## src/rtl/reg_bus_arbiter.sv

```systemverilog
// reg_bus_arbiter: round-robin two-master arbiter for the 8-bit config reg bus.
// Optional address legality check: define REG_BUS_ARB_ADDR_CHECK_EN.
module reg_bus_arbiter #(
  parameter int          NUM_REGS    = 10,
  parameter int          ADDR_STRIDE = 8,
  parameter logic [7:0]  RO_BASE     = 8'h40
) (
  input  logic       clk,
  input  logic       rstn,
  input  logic       m0_req,
  input  logic       m0_we,
  input  logic [7:0] m0_addr,
  input  logic [7:0] m0_wdata,
  output logic       m0_ack,
  output logic [7:0] m0_rdata,
  output logic       m0_err,
  input  logic       m1_req,
  input  logic       m1_we,
  input  logic [7:0] m1_addr,
  input  logic [7:0] m1_wdata,
  output logic       m1_ack,
  output logic [7:0] m1_rdata,
  output logic       m1_err,
  output logic       select,
  output logic       write,
  output logic [7:0] addr,
  output logic [7:0] wdata,
  input  logic [7:0] rdata
);

`ifdef REG_BUS_ARB_ADDR_CHECK_EN
  localparam bit CHK_EN = 1'b1;
`else
  localparam bit CHK_EN = 1'b0;
`endif

  localparam logic [7:0] STRIDE8 = 8'(ADDR_STRIDE);
  localparam logic [7:0] LAST_A  = 8'((NUM_REGS - 1) * ADDR_STRIDE);

  typedef enum logic [1:0] {
    IDLE,
    ACCESS,
    RESP
  } state_t;

  state_t     state;
  logic       last_grant;
  logic       gnt_id;
  logic       stale_vld;
  logic       stale_id;

  logic       req0_v;
  logic       req1_v;
  logic       any_req;
  logic       win;
  logic       w_we;
  logic [7:0] w_addr;
  logic [7:0] w_wdata;
  logic       bad;

  // Arbitration: mask the master just acked, then round-robin on contention.
  always_comb begin
    req0_v  = m0_req && !(stale_vld && !stale_id);
    req1_v  = m1_req && !(stale_vld && stale_id);
    any_req = req0_v || req1_v;
    if (req0_v && req1_v) begin
      win = ~last_grant;
    end else begin
      win = req1_v;
    end
    w_we    = win ? m1_we    : m0_we;
    w_addr  = win ? m1_addr  : m0_addr;
    w_wdata = win ? m1_wdata : m0_wdata;
    bad = CHK_EN &&
          (((w_addr % STRIDE8) != 8'd0) ||
           (w_addr > LAST_A) ||
           (w_we && (w_addr >= RO_BASE)));
  end

  // Transaction sequencer with registered bus and master outputs.
  always_ff @(posedge clk or negedge rstn) begin
    if (!rstn) begin
      state      <= IDLE;
      last_grant <= 1'b1;
      gnt_id     <= 1'b0;
      stale_vld  <= 1'b0;
      stale_id   <= 1'b0;
      select     <= 1'b0;
      write      <= 1'b0;
      addr       <= 8'h00;
      wdata      <= 8'h00;
      m0_ack     <= 1'b0;
      m1_ack     <= 1'b0;
      m0_rdata   <= 8'h00;
      m1_rdata   <= 8'h00;
      m0_err     <= 1'b0;
      m1_err     <= 1'b0;
    end else begin
      unique case (state)
        IDLE: begin
          stale_vld <= 1'b0;
          if (any_req) begin
            gnt_id     <= win;
            last_grant <= win;
            addr       <= w_addr;
            wdata      <= w_wdata;
            if (bad) begin
              state <= RESP;
              if (win) begin
                m1_ack <= 1'b1;
                m1_err <= 1'b1;
              end else begin
                m0_ack <= 1'b1;
                m0_err <= 1'b1;
              end
            end else begin
              state  <= ACCESS;
              select <= 1'b1;
              write  <= w_we;
            end
          end
        end
        ACCESS: begin
          state  <= RESP;
          select <= 1'b0;
          write  <= 1'b0;
          if (gnt_id) begin
            m1_ack <= 1'b1;
            if (!write) m1_rdata <= rdata;
          end else begin
            m0_ack <= 1'b1;
            if (!write) m0_rdata <= rdata;
          end
        end
        RESP: begin
          state     <= IDLE;
          m0_ack    <= 1'b0;
          m1_ack    <= 1'b0;
          m0_err    <= 1'b0;
          m1_err    <= 1'b0;
          stale_vld <= 1'b1;
          stale_id  <= gnt_id;
        end
        default: state <= IDLE;
      endcase
    end
  end

endmodule
```

## config.mk

```make
export PLATFORM = sky130hd
export DESIGN_NAME = reg_bus_arbiter
export DESIGN_NICKNAME = d
export VERILOG_FILES = /design/src/rtl/reg_bus_arbiter.sv
export SDC_FILE = /design/constraint.sdc
export NUM_CORES = 1
export LEC_CHECK = 0
export CAP_MARGIN = 0
export CORE_MARGIN = 3
export CORE_UTILIZATION = 45
export CTS_CLUSTER_DIAMETER = 30
export CTS_CLUSTER_SIZE = 24
export DETAILED_ROUTE_END_ITERATION = 10
export PLACE_DENSITY = 0.85
export RECOVER_POWER = 50
export SYNTH_ARGS = -nofsm -noshare
export SYNTH_HDL_FRONTEND = slang
export SYNTH_SLANG_ARGS = --single-unit
```

## constraint.sdc

```tcl
create_clock -name clk -period 3.6 [get_ports clk]
set_input_delay 0.72 -clock clk [delete_from_list [all_inputs] [get_ports clk]]
set_output_delay 0.72 -clock clk [all_outputs]
set_load 0.01 [all_outputs]
```

# Word-level counts from Yosys, hierarchy flattened

Cells that the tools add are included.

$add $sub $neg: 0
Shift-type cells: 0
Bitwise logic cells: 3
Multiply operators: 0
Mux-type cells: 15
Eq/ne operators: 5
Reductions and logical operators: 19
Order comparisons: 0
Divide/modulo/power cells: 0

Operators with widths:

| kind                                                 | number |
|---|---|
| 2-to-1 mux 8 bit                                     | 2 |
| one-hot mux 1 bit (2 select lines)                   | 5 |
| AND reduction 2 bit                                  | 4 |
| 2-to-1 mux 1 bit                                     | 6 |
| inequality test 2 bit (second input constant)        | 3 |
| AND reduction 3 bit                                  | 2 |
| nonzero test 2 bit                                   | 3 |
| logical AND 1 bit                                    | 5 |
| one-hot mux 2 bit (2 select lines)                   | 1 |
| zero test 1 bit                                      | 3 |
| inverter 1 bit                                       | 3 |
| equality test 2 x 1 -> 1 bit (second input constant) | 1 |
| equality test 2 bit (second input constant)          | 1 |
| zero test 2 bit                                      | 1 |
| 2-to-1 mux 2 bit                                     | 1 |
| logical OR 1 bit                                     | 1 |

Bits in latches: 0
Input bits: 46
Word-level logic and storage cells: 55
Flip-flop bits (word level): 42
Memories kept: 0
ROM bits: 0
RAM bits: 0
Output and inout bits: 38

# Longest topological paths before layout

Depth in word-level cells: 9
Depth in mapped cells: 5
Depth with buffers taken out: 4

# Worst setup path before layout

Ideal clock, no wire load.

Path type: input to register
From: in m0_req
To: reg addr[2]
Buffers on the path: 1
Cell stages on the path: 5
Path slack: 1,648 ps
Library setup time: 125 ps
Arrival: 1,827 ps
Data required time: 3,475 ps
Path through: nand2_1 > o211ai_4 > buf_6 > mux2_4 > mux2_4

Word-level cells in the longest chain between the ends: 4
Elaborated cells on any way between the ends: 6
Classes of those cells: 2 x mux; 4 x reduce/logical

RTL lines:

| what                 | RTL line | text |
|---|---|---|
| from (decl)          | 10       | `input logic m0_req,` |
| logical AND 1 bit *  | 63       | `req0_v = m0_req && !(stale_vld && !stale_id);` |
| logical AND 1 bit    | 66       | `if (req0_v && req1_v) begin` |
| 2-to-1 mux 1 bit     | 66       |  |
| 2-to-1 mux 8 bit     | 72       | `w_addr = win ? m1_addr : m0_addr;` |
| to (signal assigned) | 105      | `addr <= w_addr;` |
| to (decl)            | 26       | `output logic [7:0] addr,` |

Mark *: on every way between the ends. The rest lies on a longest branch, timed or not.
A chain may end at the register's enable or synchronous reset.

# Worst setup path after layout

From: in m0_req
To: reg addr[1]

Same word-level chain as after synthesis.

==> metrics.cfg <==
[power_and_ir_drop]
vdd_ir_drop_max_v=0.000465
power.density_nw_per_um2=874
p_leak_nw=1.23

[flow_run]
maxCapViolCount=1

[global_route]
grt_first_pass_wirelength_um=7270
grt_max_degree=43
gr-total-overflow=0
track_usage_pct=18.3
grt_pass1_vias=1489
antenna_found_initial=0

[placement]
dpl.cell_count=256
portBuffers=81
place_ws_ns=0.848
gp_congestion=0.791
dp_hpwl_um=3230

[synth]
ys_warn_count=0
ys_types=24
synth_seq_cells=42
synth_edf_count=0
yosysSeqAreaShare_pct=54.6
netlist_area_um2=1930
netlist_instances=128
yosysMostFrequentCell=dfrtp_1
yosysTopAreaCellShare_pct=53.3
synth_flop_cell=dfrtp_1
synth_area_per_cell_um2=15.0
synth_largest_area_cell=dfrtp_1
synthArstFlopShare_pct=100
synthTopCellsByArea=dfrtp_1 (53%), mux2_2 (17%), mux2_4 (11%)
ys_top_cells_by_count=dfrtp_1 (41), mux2_2 (29), mux2_4 (14)

[floorplanning]
dieArea_um2=5100
die_h_um=71.4
rows=23
start_util_pct=47.5
die_x_um=71.4
core_um2=4060
boundaryPins=84

[clock_tree]
cts_sinks=42
htreeDepth=2
cts_setup_buffers=0
clk_latency_ns=0.29
cts_root_buffer=clkbuf_8
cts_tree=built
clk_path_buf_depth=2
hold_buffers=0
numCtsBuffers=5
path_clk_slew_ns=0.08
ctsResizeCount=0

[sta]
max-slew-margin-rel_pct=-48.6
finalClockSkew_ns=0.00692
tightest_slew_ns=2.23
fin_crit_ns=2.45
fin_tns_setup_ns=0
fin_crit_sh_pct=68.1
setup_ws_ns=1.15
hold_violations=0
rsz0062_at_grt=false
finalSetupViolations=0
clock.fmax_mhz=408
drv_slew=43

[detailed_routing]
dr_wl_met3_um=341
firstDrtPassIters=4
drt-met1-wl_um=1720
vias_per_cell=4.96
vias=1309
wirelength_um=4380
final_antenna_net_count=0
top_layer=met4
met2WireLength_um=2280
post_drt_wl_per_cell_um=16.6
drc=0
drtIter0Drc=38

[worst_setup_path]
critPathMaxStageDelay_ns=0.60
crit_arrival_ns=2.62
cp_top_family=multiplexers
crit_buf_inv=1
cp-start-kind=input port
crit_required_ns=3.77
cp-end-kind=flop
slowest_stage=o211ai_4
critPathKind=in -> reg
ff2ff_setup_slack_ns=1.43
critPathMaxFanout=19
path_cells=clkdlybuf4s50_1 > nand2_1 > o211ai_4 > mux2_2 > mux2_1

[cells_and_area]
area_delta_synth_final_pct=48.5
insertedDiodeCount=0
drive_gt1_share_pct=25.7
finalNonFillerCells=264
final_nets=259

[outcome]
status=finished, violations left
violations=max-capacitance violations, max-slew violations

[worst_hold_path]
min_path_type=reg -> reg

-- power by group --
group	leakage [nW]	switching [mW]	total (mW)	internal [mW]
clock network	0.0714	0.161	0.457	0.296
registers	0.497	0.153	0.872	0.719
logic	0.658	0.442	1.17	0.729
-- logic make-up (layout without fill, tap and decap cells) --
| logic type | after synthesis | count (layout) | synth area share, % |
|---|---|---|---|
| other | 1 | 2 | 0.195 |
| AOI/OAI and AO/OA | 10 | 10 | 4.16 |
| DFF | 42 | 42 | 54.6 |
| and+or+nand+nor | 14 | 14 | 5.59 |
| muxes | 50 | 50 | 31.8 |
| buffers and inverters | 11 | 96 | 3.57 |
-- worst paths after layout --
kind,cells past startpoint,end,start
setup / recovery,5,addr[1],m0_req
hold / removal,2,last_grant,last_grant
setup reg to reg,3,m0_rdata[5],state[1]
hold reg to reg,2,last_grant,last_grant
max in group asynchronous,1,m0_ack,rstn
min in group asynchronous,1,addr[6],rstn
-- per-layer routing --
metal | up-vias | global-route usage, %
met5 | - | 0
met4 | 0 | 4.38
met3 | 5 | 6.59
met2 | 53 | 31.4
met1 | 633 | 22.0
li1 | 618 | -
-- layout by cell type (no fill, tap or decap) --
master,instances
inv_1,5
nor2_1,2
o32ai_1,2
o2bb2ai_1,1
a21o_1,1
conb_1,2
nor4_1,1
bufinv_16,2
dfrtp_1,41
mux2_2,29
a21oi_1,1
o211ai_4,1
nand2_1,5
clkdlybuf4s50_1,80
nand2b_1,3
nand2_2,1
clkbuf_8,6
nor3_1,2
dfstp_2,1
mux2_1,5
mux2i_1,2
mux2_4,14
clkbuf_1,2
buf_4,1
o21ai_0,4
-- cell type report --
cell class | instances | area, um^2
Fill cell | 264 | 1200
Sequential cell | 42 | 1050
Timing Repair Buffer | 83 | 816
Multi-Input combinational cell | 76 | 768
Clock buffer | 6 | 82.6
Tap cell | 50 | 62.6
Clock inverter | 2 | 60.1
Inverter | 5 | 18.8
-- per-stage QoR --
| step | area [um^2] | utilization (%) | total power [mW] | hold slack (ns) |
|---|---|---|---|---|
| after floorplan | 1930 | - | 1.53 | 0.424 |
| after global placement | 2760 | 68.1 | 2.05 | 0.458 |
| after detailed placement | 2760 | 68.1 | 2.11 | 0.462 |
| after CTS | 2910 | 71.6 | 2.58 | 0.475 |
| after global routing | 2860 | 70.5 | 2.66 | 0.513 |
| final | 2860 | 70.5 | 2.50 | 0.475 |
-- tightest hold or removal path, cell delays in order, from the launching register on --
cell	delay (ns)
dfstp_2	0.37
inv_1	0.04
o32ai_1	0.06
-- flip-flops by register name (all words and copies together), names as in the netlist --
name and count:
gnt_id 1, m1_ack 1, m0_ack 1, last_grant 1
select 1, m0_rdata 8, m1_rdata 8, write 1
addr 8, state 2, wdata 8, stale_vld 1
stale_id 1
Note: power is estimated with default switching activity, not from simulation.
